$ cat src/rtl/rv32_types.sv
// Shared RV32 pipeline types: scoreboard slot layout, bypass-select encoding
// and result-latency constants.
package rv32_types;

    // Slot countdown width; must cover the widest id_lat of any instance.
    localparam int unsigned SB_CNT_W = 4;

    localparam int unsigned SEL_RF    = 0;
    localparam int unsigned SEL_SLOT0 = 1;

    localparam int unsigned LAT_ALU  = 0;
    localparam int unsigned LAT_LOAD = 1;
    localparam int unsigned LAT_MUL  = 2;

    typedef struct packed {
        logic                valid;
        logic [4:0]          rd;
        logic [SB_CNT_W-1:0] cnt;
    } sb_slot_t;

    function automatic logic sb_live(input sb_slot_t s);
        return s.valid && (s.rd != 5'd0);
    endfunction

endpackage

$ cat src/rtl/rv32_sb_slot_match.sv
// Priority finder for one source register over the scoreboard slots:
// reports the youngest live writer, whether its result is ready, and its index.
module rv32_sb_slot_match
    import rv32_types::*;
#(
    parameter int unsigned DEPTH = 3,
    parameter int unsigned IDX_W = 2
) (
    input  logic             en_i,
    input  logic [4:0]       rs_i,
    input  sb_slot_t         slots_i [DEPTH],
    output logic             hit_o,
    output logic             ready_o,
    output logic [IDX_W-1:0] idx_o
);

    // Scan oldest to youngest so the lowest matching index is the last to win.
    always_comb begin
        hit_o   = 1'b0;
        ready_o = 1'b0;
        idx_o   = '0;
        if (en_i && (rs_i != 5'd0)) begin
            for (int unsigned j = 0; j < DEPTH; j++) begin
                if (sb_live(slots_i[DEPTH-1-j]) && (slots_i[DEPTH-1-j].rd == rs_i)) begin
                    hit_o   = 1'b1;
                    ready_o = (slots_i[DEPTH-1-j].cnt == '0);
                    idx_o   = IDX_W'(DEPTH - 1 - j);
                end
            end
        end
    end

endmodule

$ cat src/rtl/rv32_scoreboard_hazard_unit.sv
// Decode-stage hazard unit: shift register of in-flight writers with latency
// countdowns, per-source bypass selection, stall generation and stall counter.
module rv32_scoreboard_hazard_unit
    import rv32_types::*;
#(
    parameter  int unsigned NUM_RS  = 2,
    parameter  int unsigned DEPTH   = 3,
    parameter  int unsigned MAX_LAT = 2,
    localparam int unsigned LAT_W   = $clog2(MAX_LAT + 1),
    localparam int unsigned SEL_W   = $clog2(DEPTH + 1)
) (
    input  logic                    clk,
    input  logic                    rst,
    input  logic                    id_valid_i,
    input  logic [NUM_RS-1:0]       id_use_rs_i,
    input  logic [NUM_RS*5-1:0]     id_rs_i,
    input  logic [4:0]              id_rd_i,
    input  logic                    id_wb_i,
    input  logic [LAT_W-1:0]        id_lat_i,
    input  logic                    pipe_advance_i,
    input  logic [DEPTH-1:0]        flush_mask_i,
    output logic                    stall_o,
    output logic                    issue_o,
    output logic [NUM_RS*SEL_W-1:0] bypass_sel_o,
    output logic [31:0]             stall_cycles_o
);

    sb_slot_t          slot_q [DEPTH];
    sb_slot_t          slot_d [DEPTH];
    sb_slot_t          slot_f [DEPTH];
    logic [31:0]       stall_cycles_q;
    logic [31:0]       stall_cycles_d;
    logic [NUM_RS-1:0] hit;
    logic [NUM_RS-1:0] rdy;
    logic [SEL_W-1:0]  idx [NUM_RS];

    for (genvar i = 0; i < NUM_RS; i++) begin : g_src
        rv32_sb_slot_match #(
            .DEPTH (DEPTH),
            .IDX_W (SEL_W)
        ) u_match (
            .en_i    (id_valid_i & id_use_rs_i[i]),
            .rs_i    (id_rs_i[i*5 +: 5]),
            .slots_i (slot_q),
            .hit_o   (hit[i]),
            .ready_o (rdy[i]),
            .idx_o   (idx[i])
        );
    end

    always_comb begin
        bypass_sel_o = '0;
        for (int unsigned i = 0; i < NUM_RS; i++) begin
            if (hit[i] && rdy[i]) begin
                bypass_sel_o[i*SEL_W +: SEL_W] = idx[i] + SEL_W'(SEL_SLOT0);
            end
        end
        stall_o = id_valid_i & (|(hit & ~rdy));
        issue_o = id_valid_i & ~stall_o & pipe_advance_i;
    end

    // Flush masks the current contents first, so a squashed entry shifts on as a bubble.
    always_comb begin
        for (int unsigned k = 0; k < DEPTH; k++) begin
            slot_f[k]       = slot_q[k];
            slot_f[k].valid = slot_q[k].valid & ~flush_mask_i[k];
        end
        slot_d = slot_f;
        if (pipe_advance_i) begin
            for (int unsigned k = 1; k < DEPTH; k++) begin
                slot_d[k] = slot_f[k-1];
                if (slot_f[k-1].cnt != '0) begin
                    slot_d[k].cnt = slot_f[k-1].cnt - SB_CNT_W'(1);
                end
            end
            slot_d[0].valid = issue_o & id_wb_i & (id_rd_i != 5'd0);
            slot_d[0].rd    = id_rd_i;
            slot_d[0].cnt   = SB_CNT_W'(id_lat_i);
        end
        stall_cycles_d = stall_cycles_q + (stall_o ? 32'd1 : 32'd0);
    end

    always_ff @(posedge clk or posedge rst) begin
        if (rst) begin
            for (int unsigned k = 0; k < DEPTH; k++) begin
                slot_q[k] <= '0;
            end
            stall_cycles_q <= '0;
        end else begin
            slot_q         <= slot_d;
            stall_cycles_q <= stall_cycles_d;
        end
    end

    assign stall_cycles_o = stall_cycles_q;

    a_lat_legal: assert property (@(posedge clk) disable iff (rst)
        (id_valid_i && id_wb_i) |-> (32'(id_lat_i) <= DEPTH - 1));

endmodule

$ cat config.mk
export PLATFORM = sky130hd
export DESIGN_NAME = rv32_scoreboard_hazard_unit
export DESIGN_NICKNAME = d
export VERILOG_FILES = /design/src/rtl/rv32_types.sv /design/src/rtl/rv32_sb_slot_match.sv /design/src/rtl/rv32_scoreboard_hazard_unit.sv
export SDC_FILE = /design/constraint.sdc
export NUM_CORES = 1
export LEC_CHECK = 0
export CORE_MARGIN = 1
export CORE_UTILIZATION = 25
export CTS_BUF_LIST = sky130_fd_sc_hd__clkbuf_4 sky130_fd_sc_hd__clkbuf_8
export DETAILED_ROUTE_END_ITERATION = 10
export PLACE_DENSITY = 0.46
export SETUP_SLACK_MARGIN = 0.1
export SLEW_MARGIN = 15
export SYNTH_ARGS = -nofsm -noshare
export SYNTH_HDL_FRONTEND = slang
export SYNTH_HIERARCHICAL = 1
export SYNTH_SLANG_ARGS = --single-unit
$ cat constraint.sdc
create_clock -name clk -period 3.2 [get_ports clk]
set_input_delay 0.64 -clock clk [delete_from_list [all_inputs] [get_ports clk]]
set_output_delay 0.64 -clock clk [all_outputs]
set_load 0.01 [all_outputs]
# Yosys cells after proc, flatten, opt, wreduce, memory -nomap -nowiden
# Index checks and enable logic that the tools add are counted.
# W data, S select, Z words.
# totals
ff_bits	60
out_inout_bits	38
# op_classes
n_eq_ne	6
reduce_logical	25
n_bitwise	16
n_mux	30
addsub	5
# op_table
operator	count
$add A32 B1 Y32	1
$eq A5 B5 Y1	6
$mux W30	1
$reduce_bool A5 Y1	6
$mux W2	10
$mux W1	17
$logic_and A1 B1 Y1	13
$logic_not A4 Y1	3
$and A1 B1 Y1	10
$mux W4	2
$reduce_bool A4 Y1	2
$add A2 B1 Y2 const B	2
$not A1 Y1	4
$sub A4 B1 Y4 const B	1
$sub A2 B1 Y3 const B	1
$and A2 B2 Y2	1
$not A2 Y2	1
$reduce_or A2 Y1	1

# Logic depth before layout (Yosys ltp)
# Gate-level depths: netlist of run 1.
# depth
ltp_word	17
depth_mapped	15

# Hierarchy
# The synthesis of run 1 kept the hierarchy.
# by_module_without_submodules
module	n_inst	area_each_um2	cells_each
rv32_scoreboard_hazard_unit	1	2586.2	216
rv32_sb_slot_match	2	300.3	41

# Worst setup path before layout of run 1
# OpenSTA, ideal clock, no wires.
# synth_timing
path_kind	input -> register
from	input id_rs_i[6]
to	register stall_cycles_q[30] (netlist: stall_cycles_o[30])
stages	15
slack_ps	-8
arrival_ps	3083
path_buffers	1
required_time_ps	3075
cell_sequence	xor2_1 nor3_2 o2111ai_2 nor3b_1 o31a_1 inv_1 a22oi_1 nor2b_1 ha_1 ha_1 nand3_1 nor2_1 buf_2 nand4_1 xnor2_1
# synth_between
elab_chain_len	12
# synth_rtl
item	line_no	source
start, declared	rv32_scoreboard_hazard_unit.sv:16	input logic [NUM_RS*5-1:0] id_rs_i,
$eq A5 B5 Y1	rv32_sb_slot_match.sv:24	if (sb_live(slots_i[DEPTH-1-j]) && (slots_i[DEPTH-1-j].rd == rs_i)) begin
$logic_and A1 B1 Y1	rv32_sb_slot_match.sv:24	
$mux W1 (3 in series)	rv32_sb_slot_match.sv:24	
$mux W1 *	rv32_sb_slot_match.sv:22	if (en_i && (rs_i != 5'd0)) begin
via rdy[1]	rv32_scoreboard_hazard_unit.sv:34	logic [NUM_RS-1:0] rdy;
$not A2 Y2 *	rv32_scoreboard_hazard_unit.sv:58	stall_o = id_valid_i & (|(hit & ~rdy));
$and A2 B2 Y2 *	rv32_scoreboard_hazard_unit.sv:58	
$reduce_or A2 Y1 *	rv32_scoreboard_hazard_unit.sv:58	
$and A1 B1 Y1 *	rv32_scoreboard_hazard_unit.sv:58	
via stall_o	rv32_scoreboard_hazard_unit.sv:22	output logic stall_o,
$mux W1 *	rv32_scoreboard_hazard_unit.sv:80	stall_cycles_d = stall_cycles_q + (stall_o ? 32'd1 : 32'd0);
$add A32 B1 Y32 *	rv32_scoreboard_hazard_unit.sv:80	
via stall_cycles_d[30]	rv32_scoreboard_hazard_unit.sv:32	logic [31:0] stall_cycles_d;
end signal, assigned	rv32_scoreboard_hazard_unit.sv:91	stall_cycles_q <= stall_cycles_d;
end, declared	rv32_scoreboard_hazard_unit.sv:31	logic [31:0] stall_cycles_q;
# Mark *: on every way through the listed nets, which the timed path passes. The rest lies on a longest branch.
# A chain may end at the register's enable or synchronous reset.

# Worst setup path in the final report of run 1
# layout_timing
from	input id_rs_i[5]
to	output issue_o
# layout_between
elab_chain_len	13
# layout_rtl
item	line_no	source
$eq A5 B5 Y1	rv32_sb_slot_match.sv:24	
$logic_and A1 B1 Y1	rv32_sb_slot_match.sv:24	
$mux W1 (3 in series)	rv32_sb_slot_match.sv:24	
$mux W1 *	rv32_sb_slot_match.sv:22	
via rdy[1]	rv32_scoreboard_hazard_unit.sv:34	
$not A2 Y2 *	rv32_scoreboard_hazard_unit.sv:58	
$and A2 B2 Y2 *	rv32_scoreboard_hazard_unit.sv:58	
$reduce_or A2 Y1 *	rv32_scoreboard_hazard_unit.sv:58	
$and A1 B1 Y1 *	rv32_scoreboard_hazard_unit.sv:58	
$not A1 Y1 *	rv32_scoreboard_hazard_unit.sv:59	issue_o = id_valid_i & ~stall_o & pipe_advance_i;
$and A1 B1 Y1 * (2 in series)	rv32_scoreboard_hazard_unit.sv:59	
end, declared	rv32_scoreboard_hazard_unit.sv:23	output logic issue_o,
# Marks and branches as above.

==> flow_summary.json, run 1 <==
{
  "p_leak_nw": 2.09,
  "comb_power_share_pct": 15.2,
  "drive_gt1_share_pct": 38.1,
  "finClkSkew_ns": 0.0159,
  "cp.arrival_ns": 2.50,
  "clockBufferDepth": 2,
  "synthArstFlopShare_pct": 100,
  "synth_edf_count": 0,
  "drtIter0Drc": 45,
  "crit_type": "input port to output pin",
  "gr-total-overflow": 0,
  "antenna_cells": 0,
  "fin_crit_ns": 3.14,
  "place.gp.congestion": 0.807,
  "vdd_drop_max_mv": 0.154,
  "die-height_um": 115,
  "maxSlewViolCount": 0,
  "tns_ns": 0,
  "routed_wl_um": 8800,
  "critPathCaptureType": "output pin",
  "start_util_pct": 26.1,
  "start_kind": "input port",
  "num-nets-final": 452,
  "ys.flop_type": "dfrtp_1",
  "dp_worst_setup_slack_ns": -0.796,
  "status": "finished, final reports clean",
  "setup_viol": 0,
  "clock_power_share_pct": 37.7,
  "maxSlewHeadroom_pct": 49.1,
  "grt_pass1_vias": 2772,
  "drt-pass1-iter-count": 4,
  "synth.largest_area_cell": "dfrtp_1",
  "yosysWarnings": 6,
  "vias": 2644,
  "netSwitchingPower_mw": 0.528,
  "drc_errors": 0,
  "grt_antenna_before_repair": 0,
  "rows": 40,
  "layout_commonest_cell": "dfrtp_1",
  "cts_buffers": 9,
  "synth_cells": 298,
  "die_x_um": 115,
  "drt-wirelength-per-cell_um": 14.8,
  "critical_path_required_ns": 2.56,
  "clk_latency_ns": 0.35,
  "grt_first_pass_wirelength_um": 14200,
  "worst_slew_pin_slew_ns": 0.758,
  "cts_tree": "built",
  "hold_viol": 0,
  "powerDensity_mw_per_mm2": 367,
  "grt_max_degree": 35,
  "numClockSinks": 59,
  "synth_top_area_share_pct": 46.3,
  "viasPerCell": 4.46,
  "fp.dieArea_mm2": 0.0132,
  "seq_area_frac_synth_pct": 46.3,
  "grt.total_usage_pct": 14.2,
  "maxCapViolations": 0,
  "syn_area_mm2": 0.00319,
  "htreeDepth": 3,
  "cp_max_fo": 4,
  "ant_nets": 0,
  "ys_ff_latch": 59,
  "worst_slack_ns": 0.0567,
  "cts-root-buf": "clkbuf_8",
  "p_int_mw": 1.31,
  "clkTransAtPathRegs_ns": 0.08,
  "ios": 65,
  "pwr-share-seq_pct": 47.1,
  "synth.area.top_cells": "dfrtp_1, xnor2_1, mux2_2",
  "core_area_mm2": 0.0122,
  "port_buffers": 64,
  "swShare_pct": 28.7,
  "hp-class": "register to register",
  "reg2reg_slack_ns": 0.12,
  "dpl.hpwl_um": 6090,
  "finalCritPeriodShare_pct": 98.2,
  "layout_common_cells": "dfrtp_1, clkdlybuf4s50_1, buf_4, xnor2_1",
  "synth.avg_cell_area_um2": 10.7,
  "synthDistinctLibCells": 43,
  "syn_to_final_growth_pct": 57.4,
  "max_freq_mhz": 318,
  "rsz0062_at_grt": "true"
}
## cells in the mapped netlist, drive strengths merged, types with 2 or more instances
| cell | count |
|---|---|
| a31oi | 3 |
| nor4 | 6 |
| nor2 | 22 |
| dfrtp | 59 |
| mux2 | 19 |
| nor3b | 3 |
| nand2b | 2 |
| a211oi | 2 |
| nand4 | 18 |
| o41ai | 2 |
| nand3 | 15 |
| and2 | 4 |
| o31a | 2 |
| nor4b | 2 |
| nor3 | 12 |
| ha | 5 |
| inv | 10 |
| xor2 | 19 |
| or4 | 6 |
| o2111ai | 2 |
| o21ai | 2 |
| a21oi | 4 |
| xnor2 | 40 |
| and3 | 3 |
| nand2 | 22 |
| clkbuf | 4 |
## power groups by stage
stage	Clock (mW)	Sequential (mW)	Combinational, mW
CTS	0.719	0.862	0.273
global route	0.756	0.876	0.309
detailed placement	0	0.871	0.261
global placement	0	0.873	0.260
finish	0.694	0.865	0.280
floorplan	0	0.850	0.162
## per-layer routing
| metal | global-route usage (%) | vias up | routed length, um |
|---|---|---|---|
| li1 | - | 1298 | - |
| met1 | 17.3 | 1273 | 3940 |
| met2 | 24.1 | 58 | 4210 |
| met3 | 3.69 | 15 | 438 |
| met4 | 5.37 | 0 | 211 |
| met5 | 0 | - | 0 |
## flip-flops by register name (all words and copies together) (netlist names)
| register | flops |
|---|---|
| slot_q | 3 |
| slot_f | 24 |
| stall_cycles_o | 32 |
## worst max-delay path, cell delays in order
cell	delay (ns)
dlygate4sd2_1	0.28
buf_4	0.16
xnor2_2	0.18
o2111ai_2	0.18
buf_4	0.17
nor2_2	0.10
o31a_1	0.15
inv_1	0.05
a22oi_2	0.25
and3_4	0.23
buf_6	0.10
## per-stage QoR
stage	power, mW	area [um^2]	hold WS [ns]	utilization [%]	std cells
after floorplan	1.01	3210	0.486	-	301
after global placement	1.13	4350	0.466	35.6	566
after detailed placement	1.13	4350	0.467	35.6	566
after CTS	1.85	4750	0.487	38.9	589
after global routing	1.94	5020	0.485	41.1	593
final	1.84	5020	0.476	41.1	593
## cells by family (layout without fill, tap and decap cells)
| kind of cell | after synthesis | count (layout) | synth area share, % |
|---|---|---|---|
| and+or+nand+nor | 119 | 119 | 21.5 |
| xor gates and xnor gates | 59 | 59 | 16.2 |
| DFF | 59 | 59 | 46.3 |
| AOI/OAI and AO/OA | 20 | 20 | 5.07 |
| muxes | 20 | 20 | 7.03 |
| buffers and inverters | 15 | 139 | 1.81 |
| adders and majority gates | 5 | 5 | 1.96 |
| other | 1 | 4 | 0.118 |
## repair_timing
action	in CTS	in global routing
buffers inserted	6	3
endpoints found under the setup margin	34	30
hold buffers	0	0
hold endpoints to repair	0	0
pin swaps	20	30
gates cloned	1	1
resized for setup	75	53
## path summary, 6_finish.rpt
check | start | endpoint | cells past startpoint
hold reg to reg | stall_cycles_o[31] | stall_cycles_o[31] | 1
hold / removal | stall_cycles_o[31] | stall_cycles_o[31] | 1
setup / recovery | id_rs_i[5] | issue_o | 11
setup reg to reg | slot_f[15] | stall_cycles_o[29] | 15
max in group asynchronous | rst | slot_f[26] | 3
min in group asynchronous | rst | stall_cycles_o[22] | 2
## layout make-up
type | count | area [um^2]
clock buffer | 9 | 124
clock inverter | 7 | 77.6
fill | 1248 | 7200
inverter | 10 | 37.5
multi-input combinational | 227 | 2030
sequential | 59 | 1480
tap | 168 | 210
timing repair buffer | 113 | 1060
No activity file was read; power rests on OpenSTA's default activity.
==> run 2, diff against run 1 <==
--- a/config.mk
+++ b/config.mk
@@ -11,6 +11,7 @@
 export DETAILED_ROUTE_END_ITERATION = 10
 export PLACE_DENSITY = 0.46
 export SETUP_SLACK_MARGIN = 0.1
+export SKIP_CTS_REPAIR_TIMING = 1
 export SLEW_MARGIN = 15
 export SYNTH_ARGS = -nofsm -noshare
 export SYNTH_HDL_FRONTEND = slang
==> flow_summary.json, run 2 (synthesis results as in run 1) <==
{
  "dpl.hpwl_um": 6090,
  "cts_tree": "built",
  "vias": 2625,
  "vdd_drop_max_mv": 0.159,
  "clockBufferDepth": 2,
  "grt.total_usage_pct": 13.7,
  "clkTransAtPathRegs_ns": 0.08,
  "p_leak_nw": 2.04,
  "drive_gt1_share_pct": 33.8,
  "path_cells": "nor4_2 -> nor3_1 -> o2111ai_2 -> buf_4 -> nor3b_2 -> o31a_1 -> inv_1 -> a22oi_2 -> and3_1 -> clkbuf_2",
  "start_util_pct": 26.1,
  "drt-wirelength-per-cell_um": 14.5,
  "max_freq_mhz": 322,
  "worst_slack_ns": 0.0929,
  "finClkSkew_ns": 0.0157,
  "gr-total-overflow": 0,
  "syn_to_final_growth_pct": 51.9,
  "n_fill_cell": 1266,
  "r2r-end": "stall_cycles_o[26]",
  "port_buffers": 64,
  "setup_viol": 0,
  "grt_max_degree": 35,
  "antenna_cells": 0,
  "r2r_cells": 16,
  "die_x_um": 115,
  "ios": 65,
  "fin_cells": 591,
  "cts_buffers": 9,
  "layout_common_cells": "dfrtp_1, clkdlybuf4s50_1, buf_4, xnor2_1, nand2_1",
  "finalCritPeriodShare_pct": 97.1,
  "crit_type": "register to output pin",
  "drtIter0Drc": 50,
  "critical_path_required_ns": 2.56,
  "place.gp.congestion": 0.807,
  "critical-path-top-delay-family": "simple AND/OR/NAND/NOR gates",
  "routed_wl_um": 8570,
  "ant_nets": 0,
  "start_kind": "register",
  "drc_errors": 0,
  "fp.dieArea_mm2": 0.0132,
  "dp_cells": 566,
  "powerDensity_mw_per_mm2": 377,
  "num-nets-final": 450,
  "hp-class": "register to register",
  "hold_viol": 0,
  "htreeDepth": 3,
  "crit_cells": 10,
  "die-height_um": 115,
  "cpPeakStageDelay_ns": 0.47,
  "status": "finished, final reports clean",
  "cp.arrival_ns": 2.47,
  "maxCapViolations": 0,
  "design_area_mm2": 0.00484,
  "reg2reg_slack_ns": 0.12,
  "maxSlewHeadroom_pct": 61.1,
  "core_area_mm2": 0.0122,
  "whs_path_depth": 1,
  "fin_crit_ns": 3.11,
  "crit_slowest_cell": "dfrtp_2",
  "clk_latency_ns": 0.35,
  "largest_reg_flops": 32,
  "cp_max_fo": 6,
  "grt_first_pass_wirelength_um": 13600,
  "placed_cell_area_mm2": 0.00435,
  "r2r-start": "slot_f[16]",
  "grt_antenna_before_repair": 0,
  "min_from": "stall_cycles_o[31]",
  "viasPerCell": 4.44,
  "critPathCaptureType": "output pin",
  "cts-root-buf": "clkbuf_8",
  "tns_ns": 0,
  "grt_pass1_vias": 2680,
  "worstHoldEndpoint": "stall_cycles_o[31]",
  "crit_buf_inv": 3,
  "layout_commonest_cell": "dfrtp_1",
  "worst_slew_pin_slew_ns": 0.583,
  "maxSlewViolCount": 0,
  "rows": 40,
  "drt-pass1-iter-count": 4,
  "numClockSinks": 59,
  "rsz0062_at_grt": "true",
  "dp_worst_setup_slack_ns": -0.796
}
[run 2: cell count changes in the layout (fill, tap and decap cells not counted), sizes merged]
cell	before	now
clkbuf	10	14
buf	56	50
dlygate4sd2	2	0
clkdlybuf4s15	6	0
dlymetal6s2s	0	8
[run 2: layer usage]
layer	global-route usage (%)	vias up	wire length [um]
met1	17.1	1263	3870
met2	22.4	56	4150
li1	-	1296	-
met5	0	-	0
met4	5.37	0	122
met3	3.74	10	424
[run 2: power by group]
part / total [mW] / internal, mW / switching, mW
clock network: 0.690 / 0.364 / 0.326
registers: 0.863 / 0.794 / 0.0692
logic: 0.271 / 0.148 / 0.123
total: 1.82 / 1.31 / 0.518
[run 2: cell type report]
type	instances	area, um^2	area share (%)
well taps	168	210	4.34
clock inverters	7	77.6	1.60
repair buffers	111	1010	20.9
inverters	10	37.5	0.776
clock buffers	9	124	2.56
flip-flops and latches	59	1490	30.7
multi-input cells	227	1900	39.2
[run 2: worst register-to-register path, delay by kind of cell (launching register included)]
kind	cells	cell delay, ns
compound gates	3	0.49
xor+xnor	2	0.34
fa+ha+maj	2	0.42
buf+inv	3	0.44
flops	1	0.46
simple gates	6	0.83
[run 2: how the worst max path moves through the flow]
| stage | startpoint | end | slack, ns |
|---|---|---|---|
| global placement | id_rs_i[1] | stall_o | -0.73 |
| detailed placement | id_rs_i[1] | stall_cycles_o[10] | -0.80 |
| global route | slot_f[16] | stall_cycles_o[10] | -0.07 |
| floorplan | id_rs_i[6] | stall_cycles_o[30] | 0.11 |
| finish | slot_f[15] | issue_o | 0.09 |
| CTS | id_rs_i[1] | stall_o | -0.76 |
[run 2: stage by stage]
step / utilization (%) / hold slack [ns] / power, mW
4_1_cts: 37.3 / 0.487 / 1.84
3_3_place_gp: 35.6 / 0.466 / 1.13
6_report: 39.6 / 0.479 / 1.82
3_5_place_dp: 35.6 / 0.467 / 1.13
5_1_grt: 39.6 / 0.491 / 1.93
2_1_floorplan: - / 0.486 / 1.01
==> run 3, diff against run 2 <==
==> constraint.sdc (replaced) <==
create_clock -name clk -period 2.9 [get_ports clk]
set_input_delay 0.58 -clock clk [delete_from_list [all_inputs] [get_ports clk]]
set_output_delay 0.58 -clock clk [all_outputs]
set_load 0.01 [all_outputs]
==> flow_summary.json, run 3 (synthesis results as in run 1) <==
{
  "clkTransAtPathRegs_ns": 0.07,
  "final_core_util_pct": 39.8,
  "place.gp.congestion": 0.841,
  "grt_first_pass_wirelength_um": 13600,
  "maxSlewViolCount": 0,
  "hp-class": "register to register",
  "maxCapViolations": 0,
  "r2r-end": "stall_cycles_o[10]",
  "layout_common_cells": "dfrtp_1, clkdlybuf4s50_1, buf_4, xnor2_1, nand2_1",
  "cts_tree": "built",
  "fp.dieArea_mm2": 0.0132,
  "vdd_drop_max_mv": 0.248,
  "cts_buffers": 9,
  "syn_to_final_growth_pct": 52.5,
  "start_util_pct": 26.1,
  "htreeDepth": 3,
  "r2r-start": "slot_f[14]",
  "crit_type": "register to output pin",
  "maxSlewHeadroom_pct": 62.1,
  "register_area_mm2": 0.00148,
  "worst_slew_pin_slew_ns": 0.568,
  "n_fill_cell": 1255,
  "fin_total_pwr_mw": 2.08,
  "num-nets-final": 450,
  "routed_wl_um": 8280,
  "dpl.hpwl_um": 6160,
  "grt_max_degree": 35,
  "status": "complete, but fails checks",
  "drtIter0Drc": 108,
  "critical_path_required_ns": 2.32,
  "grt_pass1_vias": 2663,
  "grt_antenna_before_repair": 0,
  "largest_reg_flops": 32,
  "drc_errors": 0,
  "max_freq_mhz": 328,
  "tns_ns": -0.798,
  "p_leak_nw": 2.08,
  "min_from": "stall_cycles_o[31]",
  "clockBufferDepth": 2,
  "fin_crit_ns": 3.04,
  "finalCritPeriodShare_pct": 105,
  "port_buffers": 64,
  "numClockSinks": 59,
  "cp.arrival_ns": 2.46,
  "cts-root-buf": "clkbuf_8",
  "whs_path_depth": 1,
  "r2r_cells": 15,
  "rows": 40,
  "reg2reg_slack_ns": -0.09,
  "worst_slack_ns": -0.144,
  "vias": 2613,
  "drt-pass1-iter-count": 6,
  "multi_input_area_mm2": 0.00188,
  "ant_nets": 0,
  "powerDensity_mw_per_mm2": 428,
  "layout_commonest_cell": "dfrtp_1",
  "viasPerCell": 4.42,
  "dp_worst_setup_slack_ns": -0.915,
  "fin_cells": 591,
  "drive_gt1_share_pct": 31.2,
  "critPathCaptureType": "output pin",
  "start_kind": "register",
  "core_area_mm2": 0.0122,
  "grt.total_usage_pct": 13.4,
  "gr-total-overflow": 0,
  "die-height_um": 115,
  "worstHoldEndpoint": "stall_cycles_o[31]",
  "cp_max_fo": 3,
  "drt-wirelength-per-cell_um": 14.0,
  "hold_viol": 0,
  "antenna_cells": 0,
  "clk_latency_ns": 0.33,
  "finClkSkew_ns": 0.00981,
  "die_x_um": 115,
  "setup_viol": 15,
  "rsz0062_at_grt": "true",
  "ios": 65,
  "violations": "setup timing",
  "dp_cells": 568
}
-- run 3: cell types whose count changed in the layout (fill, tap and decap cells not counted), sizes merged --
cell,previous run,this run
dlymetal6s2s,8,10
bufinv,1,2
clkbuf,14,11
clkinvlp,1,3
clkinv,4,2
inv,11,10
buf,50,51
-- run 3: worst max-delay path by stage --
stage / start / end
global route: slot_f[15] / stall_cycles_o[10]
floorplan: id_rs_i[7] / stall_cycles_o[30]
global placement: id_rs_i[7] / stall_cycles_o[30]
CTS: id_rs_i[7] / stall_o
detailed placement: id_rs_i[7] / stall_cycles_o[30]
finish: slot_f[4] / issue_o
-- run 3: where the power goes --
group	internal (mW)	total, mW	switching, mW
sequential	0.874	0.941	0.0676
clock	0.480	0.817	0.337
combinational	0.177	0.324	0.146
-- run 3: critical path, stage by stage, from the launching register on --
cell and delay (ns):
dfrtp_1 0.43, xor2_1 0.17, nor4_2 0.27, nand4_1 0.15, buf_4 0.16, nor3b_2 0.14, o31a_1 0.16, inv_1 0.06
a22oi_2 0.22, and3_4 0.23, clkbuf_2 0.13
-- run 3: cell type report --
type,count,area share (%)
Clock buffer,9,2.55
Clock inverter,7,1.90
Inverter,10,0.772
Multi-Input combinational cell,227,38.7
Sequential cell,59,30.4
Tap cell,168,4.32
Timing Repair Buffer,111,21.3
-- run 3: metrics by stage --
step	cell area, um^2	hold slack [ns]
after floorplan	3260	0.486
after global placement	4430	0.468
after detailed placement	4430	0.470
after CTS	4640	0.485
after global routing	4860	0.523
final	4860	0.473
-- run 3: metal layers --
metal  global-route usage (%)  part of all wire (%)  vias up
met2                     21.2                    46       50
met1                     17.7                    48     1263
met5                        0                     0        -
met4                     4.16                   1.4        0
met3                     3.85                   4.7       11
li1                         -                     -     1289
